## src/rtl/axi_mst_write.sv

```systemverilog
// Write-direction DDR bandwidth engine: AXI-Stream -> 16-deep FIFO -> NBURST_REG INCR bursts; AXI_MST_WRITE_RESP_CHECK_EN counts bad bresp.
// Latency: AW issues 3 cycles after START_REG when a full burst is already buffered; 3-cycle gap between bursts.
// Backpressure: s_axis_tready drops on a registered FIFO-full flag; AW/W/B obey valid-ready, one burst in flight.
module axi_mst_write #(
  parameter int ID_WIDTH       = 6,
  parameter int DATA_WIDTH     = 64,
  parameter int BURST_LENGTH   = 7,
  parameter int B_BURST_LENGTH = 4
) (
  input  logic                      clk,
  input  logic                      rst,
  output logic [ID_WIDTH-1:0]       m_axi_awid,
  output logic [31:0]               m_axi_awaddr,
  output logic [B_BURST_LENGTH-1:0] m_axi_awlen,
  output logic [2:0]                m_axi_awsize,
  output logic [1:0]                m_axi_awburst,
  output logic [1:0]                m_axi_awlock,
  output logic [3:0]                m_axi_awcache,
  output logic [2:0]                m_axi_awprot,
  output logic [3:0]                m_axi_awqos,
  output logic                      m_axi_awvalid,
  input  logic                      m_axi_awready,
  output logic [ID_WIDTH-1:0]       m_axi_wid,
  output logic [DATA_WIDTH-1:0]     m_axi_wdata,
  output logic [DATA_WIDTH/8-1:0]   m_axi_wstrb,
  output logic                      m_axi_wlast,
  output logic                      m_axi_wvalid,
  input  logic                      m_axi_wready,
  input  logic [ID_WIDTH-1:0]       m_axi_bid,
  input  logic [1:0]                m_axi_bresp,
  input  logic                      m_axi_bvalid,
  output logic                      m_axi_bready,
  input  logic                      s_axis_tvalid,
  input  logic [DATA_WIDTH-1:0]     s_axis_tdata,
  output logic                      s_axis_tready,
  input  logic                      START_REG,
  input  logic [31:0]               ADDR_REG,
  input  logic [31:0]               NBURST_REG,
  output logic                      DONE_REG,
  output logic [31:0]               ERR_REG
);

  localparam int          STRB_W      = DATA_WIDTH / 8;
  localparam logic [31:0] ADDR_STEP   = 32'((BURST_LENGTH + 1) * STRB_W);
  localparam logic [2:0]  AW_SIZE     = 3'($clog2(STRB_W));
  localparam logic [4:0]  BURST_WORDS = 5'(BURST_LENGTH + 1);
  localparam logic [3:0]  LAST_BEAT   = 4'(BURST_LENGTH);

  typedef enum logic [9:0] {
    INIT_ST      = 10'h001,
    START_ST     = 10'h002,
    READ_REGS_ST = 10'h004,
    WAIT_DATA_ST = 10'h008,
    ADDR_ST      = 10'h010,
    DATA_ST      = 10'h020,
    RESP_ST      = 10'h040,
    NBURST_ST    = 10'h080,
    INCR_ADDR_ST = 10'h100,
    END_ST       = 10'h200
  } state_t;

  state_t      state_q, state_d;
  logic [31:0] addr_q, addr_d;
  logic [31:0] nburst_q, nburst_d;
  logic [31:0] burst_cnt_q, burst_cnt_d;
  logic [3:0]  beat_q, beat_d;
`ifdef AXI_MST_WRITE_RESP_CHECK_EN
  logic [31:0] err_q, err_d;
`endif

  logic [DATA_WIDTH-1:0] mem_q [16];
  logic [3:0]            wr_ptr_q, wr_ptr_d, rd_ptr_q, rd_ptr_d;
  logic [4:0]            count_q, count_d;
  logic                  full_q, full_d;
  logic                  push, pop, fifo_empty;

  assign s_axis_tready = ~full_q;
  assign fifo_empty    = (count_q == 5'd0);
  assign push          = s_axis_tvalid & s_axis_tready;
  assign pop           = m_axi_wvalid & m_axi_wready;

  always_comb begin
    wr_ptr_d = push ? wr_ptr_q + 4'd1 : wr_ptr_q;
    rd_ptr_d = pop ? rd_ptr_q + 4'd1 : rd_ptr_q;
    count_d  = count_q;
    if (push && !pop) begin
      count_d = count_q + 5'd1;
    end else if (pop && !push) begin
      count_d = count_q - 5'd1;
    end
    // Registered so tready never depends on the same-cycle pop.
    full_d = (count_d == 5'd16);
  end

  always_ff @(posedge clk) begin
    if (push) begin
      mem_q[wr_ptr_q] <= s_axis_tdata;
    end
  end

  always_comb begin
    state_d       = state_q;
    addr_d        = addr_q;
    nburst_d      = nburst_q;
    burst_cnt_d   = burst_cnt_q;
    beat_d        = beat_q;
`ifdef AXI_MST_WRITE_RESP_CHECK_EN
    err_d         = err_q;
`endif
    m_axi_awvalid = 1'b0;
    m_axi_wvalid  = 1'b0;
    m_axi_bready  = 1'b0;
    unique case (state_q)
      INIT_ST: state_d = START_ST;
      START_ST: begin
        if (START_REG) state_d = READ_REGS_ST;
      end
      READ_REGS_ST: begin
        addr_d      = ADDR_REG;
        nburst_d    = NBURST_REG;
        burst_cnt_d = '0;
        beat_d      = '0;
`ifdef AXI_MST_WRITE_RESP_CHECK_EN
        err_d       = '0;
`endif
        state_d     = (NBURST_REG == 32'd0) ? END_ST : WAIT_DATA_ST;
      end
      WAIT_DATA_ST: begin
        // Whole burst must be buffered so wvalid never gaps once AW is out.
        if (count_q >= BURST_WORDS) state_d = ADDR_ST;
      end
      ADDR_ST: begin
        m_axi_awvalid = 1'b1;
        if (m_axi_awready) state_d = DATA_ST;
      end
      DATA_ST: begin
        m_axi_wvalid = ~fifo_empty;
        if (!fifo_empty && m_axi_wready) begin
          if (beat_q == LAST_BEAT) begin
            beat_d  = '0;
            state_d = RESP_ST;
          end else begin
            beat_d = beat_q + 4'd1;
          end
        end
      end
      RESP_ST: begin
        m_axi_bready = 1'b1;
        if (m_axi_bvalid) begin
          burst_cnt_d = burst_cnt_q + 32'd1;
          state_d     = NBURST_ST;
`ifdef AXI_MST_WRITE_RESP_CHECK_EN
          if (m_axi_bresp != 2'b00 && err_q != 32'hFFFF_FFFF) err_d = err_q + 32'd1;
`endif
        end
      end
      NBURST_ST: state_d = (burst_cnt_q == nburst_q) ? END_ST : INCR_ADDR_ST;
      INCR_ADDR_ST: begin
        addr_d  = addr_q + ADDR_STEP;
        state_d = WAIT_DATA_ST;
      end
      END_ST: begin
        if (!START_REG) state_d = START_ST;
      end
      default: state_d = INIT_ST;
    endcase
  end

  always_ff @(posedge clk) begin
    if (rst) begin
      state_q     <= INIT_ST;
      addr_q      <= '0;
      nburst_q    <= '0;
      burst_cnt_q <= '0;
      beat_q      <= '0;
      wr_ptr_q    <= '0;
      rd_ptr_q    <= '0;
      count_q     <= '0;
      full_q      <= 1'b0;
`ifdef AXI_MST_WRITE_RESP_CHECK_EN
      err_q       <= '0;
`endif
    end else begin
      state_q     <= state_d;
      addr_q      <= addr_d;
      nburst_q    <= nburst_d;
      burst_cnt_q <= burst_cnt_d;
      beat_q      <= beat_d;
      wr_ptr_q    <= wr_ptr_d;
      rd_ptr_q    <= rd_ptr_d;
      count_q     <= count_d;
      full_q      <= full_d;
`ifdef AXI_MST_WRITE_RESP_CHECK_EN
      err_q       <= err_d;
`endif
    end
  end

  assign m_axi_awid    = '0;
  assign m_axi_awaddr  = addr_q;
  assign m_axi_awlen   = B_BURST_LENGTH'(BURST_LENGTH);
  assign m_axi_awsize  = AW_SIZE;
  assign m_axi_awburst = 2'b01;
  assign m_axi_awlock  = '0;
  assign m_axi_awcache = '0;
  assign m_axi_awprot  = '0;
  assign m_axi_awqos   = '0;
  assign m_axi_wid     = '0;
  assign m_axi_wstrb   = '1;
  assign m_axi_wdata   = m_axi_wvalid ? mem_q[rd_ptr_q] : '0;
  assign m_axi_wlast   = (state_q == DATA_ST) && (beat_q == LAST_BEAT);
  assign DONE_REG      = (state_q == END_ST);

  logic unused_inputs;
`ifdef AXI_MST_WRITE_RESP_CHECK_EN
  assign ERR_REG       = err_q;
  assign unused_inputs = ^m_axi_bid;
`else
  assign ERR_REG       = '0;
  assign unused_inputs = ^{m_axi_bid, m_axi_bresp};
`endif

endmodule

```

## config.mk

```make
export PLATFORM = sky130hd
export DESIGN_NAME = axi_mst_write
export DESIGN_NICKNAME = d
export VERILOG_FILES = /design/src/rtl/axi_mst_write.sv
export SDC_FILE = /design/constraint.sdc
export NUM_CORES = 1
export LEC_CHECK = 0
export ABC_CLOCK_PERIOD_IN_PS = 6400
export BUFFER_PORTS_ARGS = -buffer_cell sky130_fd_sc_hd__buf_2
export CAP_MARGIN = 20
export CORE_MARGIN = 8
export CORE_UTILIZATION = 40
export CTS_CLUSTER_DIAMETER = 150
export DETAILED_ROUTE_END_ITERATION = 8
export GPL_TIMING_DRIVEN = 0
export PLACE_DENSITY = 0.64
export SYNTH_ARGS = -nofsm -noshare
export SYNTH_HDL_FRONTEND = slang
export SYNTH_SLANG_ARGS = --single-unit
```

## constraint.sdc

```tcl
create_clock -name clk -period 6.4 [get_ports clk]
set_input_delay 1.28 -clock clk [delete_from_list [all_inputs] [get_ports clk]]
set_output_delay 1.28 -clock clk [all_outputs]
set_load 0.05 [all_outputs]
```

# ---- After elaboration in Yosys (flattened, before gate mapping)
# Memories as Yosys holds them, arrays and structs flattened. A register that Yosys moved wholly into a read port is not among the register bits.
# Cells that the tools add are included.
dict set report totals {
  regBits 124
  ramBits 1024
  input_bits 143
  out_inout_bits 176
  elab_cells 83
  n_memories 1
}
# memory depth width rd rd_clocked_by_memory_dff wr line
set mem_list {}
lappend mem_list {mem_q 16 64 1 1 1 71} ;# logic [DATA_WIDTH-1:0] mem_q [16];
dict set report op_classes {
  addsub 7
  order_cmp 1
  n_eq_ne 20
  mux 26
  bitwise_logic 4
  n_reduce_logical 15
}
# cell count
set op_table {}
lappend op_table {{32-bit one-hot mux with 2 select lines} 2}
lappend op_table {{10-bit one-hot mux with 10 select lines} 1}
lappend op_table {{10-bit two-way mux} 9}
lappend op_table {{64-bit two-way mux} 1}
lappend op_table {{32-bit by 1-bit adder with 32-bit output (second input constant)} 1}
lappend op_table {{32-bit by 7-bit adder with 32-bit output (second input constant)} 1}
lappend op_table {{32-bit == test} 1}
lappend op_table {{32-bit zero test} 1}
lappend op_table {{32-bit two-way mux} 1}
lappend op_table {{4-bit two-way mux} 4}
lappend op_table {{2-bit inequality test (second input constant)} 7}
lappend op_table {{4-bit by 1-bit adder with 4-bit output (second input constant)} 3}
lappend op_table {{10-bit by 1-bit == test with 1-bit output (second input constant)} 1}
lappend op_table {{10-bit == test (second input constant)} 1}
lappend op_table {{10-bit by 2-bit == test with 1-bit output (second input constant)} 1}
lappend op_table {{10-bit by 3-bit == test with 1-bit output (second input constant)} 1}
lappend op_table {{10-bit by 4-bit == test with 1-bit output (second input constant)} 1}
lappend op_table {{10-bit by 5-bit == test with 1-bit output (second input constant)} 1}
lappend op_table {{10-bit by 6-bit == test with 1-bit output (second input constant)} 1}
lappend op_table {{10-bit by 7-bit == test with 1-bit output (second input constant)} 1}
lappend op_table {{10-bit by 8-bit == test with 1-bit output (second input constant)} 1}
lappend op_table {{10-bit by 9-bit == test with 1-bit output (second input constant)} 1}
lappend op_table {{5-bit two-way mux} 2}
lappend op_table {{4-bit one-hot mux with 2 select lines} 1}
lappend op_table {{14 further kinds} 28}

# ---- Longest topological paths before layout
dict set report logic_depth {
  depth_word 8
  ltp_mapped 9
  ltp_nobuf 8
}

# ---- Worst setup path before layout
# No wires, ideal clock.
dict set report synth_timing {
  path_type {input port to flip-flop}
  from {input s_axis_tvalid}
  to {memory mem_q[3][0] (enable)}
  setup_time_ns 0.564
  arrival_time_ns 6.213
  required_time_ns 5.836
  slack_ns -0.378
  cell_stages 4
  path_buffers 1
  path_cell_list {nor2b_1 -> clkbuf_1 -> nand2_1 -> nor3_1}
}
dict set report synth_via {
  elab_chain_cells 3
}
# element line
set synth_lines {}
lappend synth_lines {{start: declaration} 33} ;# input logic s_axis_tvalid,
lappend synth_lines {{1-bit bitwise AND} 79} ;# assign push = s_axis_tvalid & s_axis_tready;
lappend synth_lines {{1-bit two-way mux} 96} ;# if (push) begin
lappend synth_lines {{1-bit two-way mux (implied by the code)} 97} ;# mem_q[wr_ptr_q] <= s_axis_tdata;
lappend synth_lines {{end: declaration} 71}
# No other way between the ends.

==> metrics <==
Starting Density 0.402; VDD IR max 222 µV; Buffers on Ports 235; footprint of the multi-input gates 11,700 µm²; hold buffers post-CTS 0; adder-cell share of the synthesized area 0.00301; Vias 24.8k; largest net degree at the start of global routing 23; buffer depth of the longest clock path 3; layout cells sized above 1 0.312; syn avg cell area 19.1 µm²; post-synth cell types 65; most frequent cells in the layout 1,024 x edfxtp_1, 320 x mux4_2, 261 x buf_2; clk slew on worst S/H paths 0.06 ns; yosys warns 0; Cells after Synth 2,401; Die Y 354 µm; Worst Tran Pin Value 1.07 ns; XOR/XNOR Fraction of Synth Area 0.0117; leak pwr 18.0 nW; htree depth 3; Setup crit start kind register; final antenna-violating net count 0; Die Footprint 126,000 µm²; post-synthesis simple-gate area fraction 0.0535; CTS root buf clkbuf_16; Die X 354 µm; final setup skew 0.0523 ns; max frequency 0.184 GHz; min setup slack post-route 0.966 ns; Critical Path RT 5.12 ns; Largest delay share family, worst path buffers and inverters; Post-Synthesis Cell Area 45,800 µm²; max-slew violation count 0; post-synth top area share 0.672; critical path arrival 4.15 ns; RSZ-0062 raised after global routing no; Fin. Hold Viols 0; Worst Hold Depth 2; mux contribution to synthesized area 0.160; Core Region 114,000 µm²; largest area contributor in the netlist edfxtp_1; first-pass GRT wire length 172 mm; Layout Nets 3,044; R2R depth 5; setup bufs post-CTS 0; Slowest-stage cell, CP buf_1; CP Cell Sequence clkbuf_1, clkbuf_1, buf_1, mux4_2, mux4_2, and3_1, buf_2; placed inst area 50,600 µm²; Slew headroom 0.284; routability cong. 0.917; clk sinks 1,152; Synth area leaders edfxtp_1 67%, mux4_2 16%, dfxtp_1 5.6%; # fillers 9,374; final wirelength 118 mm; insertion delay to the later sink of the worst-skew pair 0.69 ns; post-route cell area 54,400 µm²; share of async-settable or async-resettable flops after synthesis 0; ys flop type edfxtp_1; CTS tree built; dpl hpwl 79.8 mm; WP buf/inv 4; total grt overflow 0; First-pass DRT Iterations 6; Pwr Density 284 nW/µm²; fin crit share 0.849; Post-synth EDFFs 1,024; critical hold path startpoint m_axi_awaddr[4]$_SDFFE_PP0P_; reg-to-reg setup timing slack 3.49 ns; DRT iter0 DRCs 2,421; Area growth syn-to-layout 18.9%; Reg-to-Reg End mem_q[12][40]$_DFFE_PP_; status finished, final reports clean; row count 124; DRC viols 0; Hold Path End m_axi_awaddr[4]$_SDFFE_PP0P_; largest family of logic cells by synthesized area multiplexers; DR vias/cell 5.49; most common cell after layout, fill and taps aside edfxtp_1; max cap viols 0; Final Critical Period 5.43 ns; critical path capture point type output port; gr usage total 0.184; FF+latch area 33,300 µm²; Num CTS Buffers 111; wire per inst 26.3 µm; initial antenna violation count 24; PostCTS Resize Cnt 0; FF-to-FF Start wr_ptr_q[2]$_SDFFE_PP0P_; Yosys reg bits 1,152; Compound-Gate Fraction of Synth Area 0.0187; I/O Pins 319; Final setup viols 0; pre-CTS WS 1.39 ns; Worst Hold Class reg2reg; WS Path Type reg2out; CP peak stage delay 0.82 ns; Crit Path Max Fanout 10; register area share after synthesis 0.728; number of global-route vias before repair 25.4k
## cells by family (layout without fill, tap and decap cells)
logic type / count (synthesis) / in the layout
AOI/OAI and AO/OA: 150 / 150
adders and majority gates: 11 / 11
xor gates and xnor gates: 61 / 61
DFF: 1152 / 1152
other: 2 / 85
muxes: 330 / 330
buffers and inverters: 223 / 735
and+or+nand+nor: 472 / 472
## Yosys cell counts, types with 17 or more instances
cell type	count
a21oi_1	81
nand4_1	24
buf_4	78
buf_1	17
nand2_1	128
xor2_1	47
nor4_1	24
mux4_2	320
o21ai_0	24
nand3_1	36
inv_1	17
clkbuf_1	83
and3_1	73
nor2_1	95
edfxtp_1	1024
dfxtp_1	128
buf_2	26
nor3_1	27
## routing by layer
metal / vias up / GRT usage / part of all wire
met5: - / 0 / 0.00049
met4: 10 / 0.0448 / 0.023
met3: 196 / 0.0449 / 0.089
met2: 1100 / 0.305 / 0.49
met1: 12800 / 0.245 / 0.40
li1: 10600 / - / -
## where the power goes
group	switching (mW)	internal [mW]
clock network	2.81	3.72
logic	0.430	0.213
registers	0.0277	8.27
## per-stage QoR
| stage | power (mW) | util | hold slack (ns) | setup TNS, ns | instances |
|---|---|---|---|---|---|
| floorplan | 8.81 | - | 0.443 | 0 | 2473 |
| global placement | 9.04 | 0.432 | 0.435 | -2469.27 | 4220 |
| detailed placement | 9.10 | 0.444 | 0.454 | 0 | 4280 |
| CTS | 15.6 | 0.477 | 0.462 | 0 | 4488 |
| global route | 15.9 | 0.478 | 0.490 | 0 | 4497 |
| finish | 15.5 | 0.478 | 0.463 | 0 | 4508 |
## flip-flops by register name, summed over array words and instances (netlist names), 5 cells and up, named ones only
register	count
mem_q	1024
nburst_q	32
burst_cnt_q	32
m_axi_awaddr	32
state_q	10
count_q	5
## final cells by class
| type | instances | area share |
|---|---|---|
| timing repair buffer | 304 | 0.0487 |
| clock buffer | 149 | 0.0567 |
| inverter | 18 | 0.00133 |
| antenna | 11 | 0.000506 |
| multi-input combinational | 1098 | 0.215 |
| clock inverter | 59 | 0.0110 |
| tap | 1512 | 0.0347 |
| buffer | 205 | 0.0202 |
| sequential | 1152 | 0.612 |
## worst min-delay path: stages (launching register included)
cell and delay [ns]:
dfxtp_1 0.31, nand2_1 0.05, a21oi_1 0.06
## how the worst max path moves through the flow
stage,start,end,cells after the start
finish,register,m_axi_wdata[42],7
global route,register,m_axi_wdata[42],7
detailed placement,register,m_axi_wdata[26],7
floorplan,s_axis_tvalid,mem_q[7][0]$_DFFE_PP_,4
CTS,register,m_axi_wdata[26],7
global placement,s_axis_tvalid,mem_q[12][40]$_DFFE_PP_,5
(Power assumes the default switching activity.)
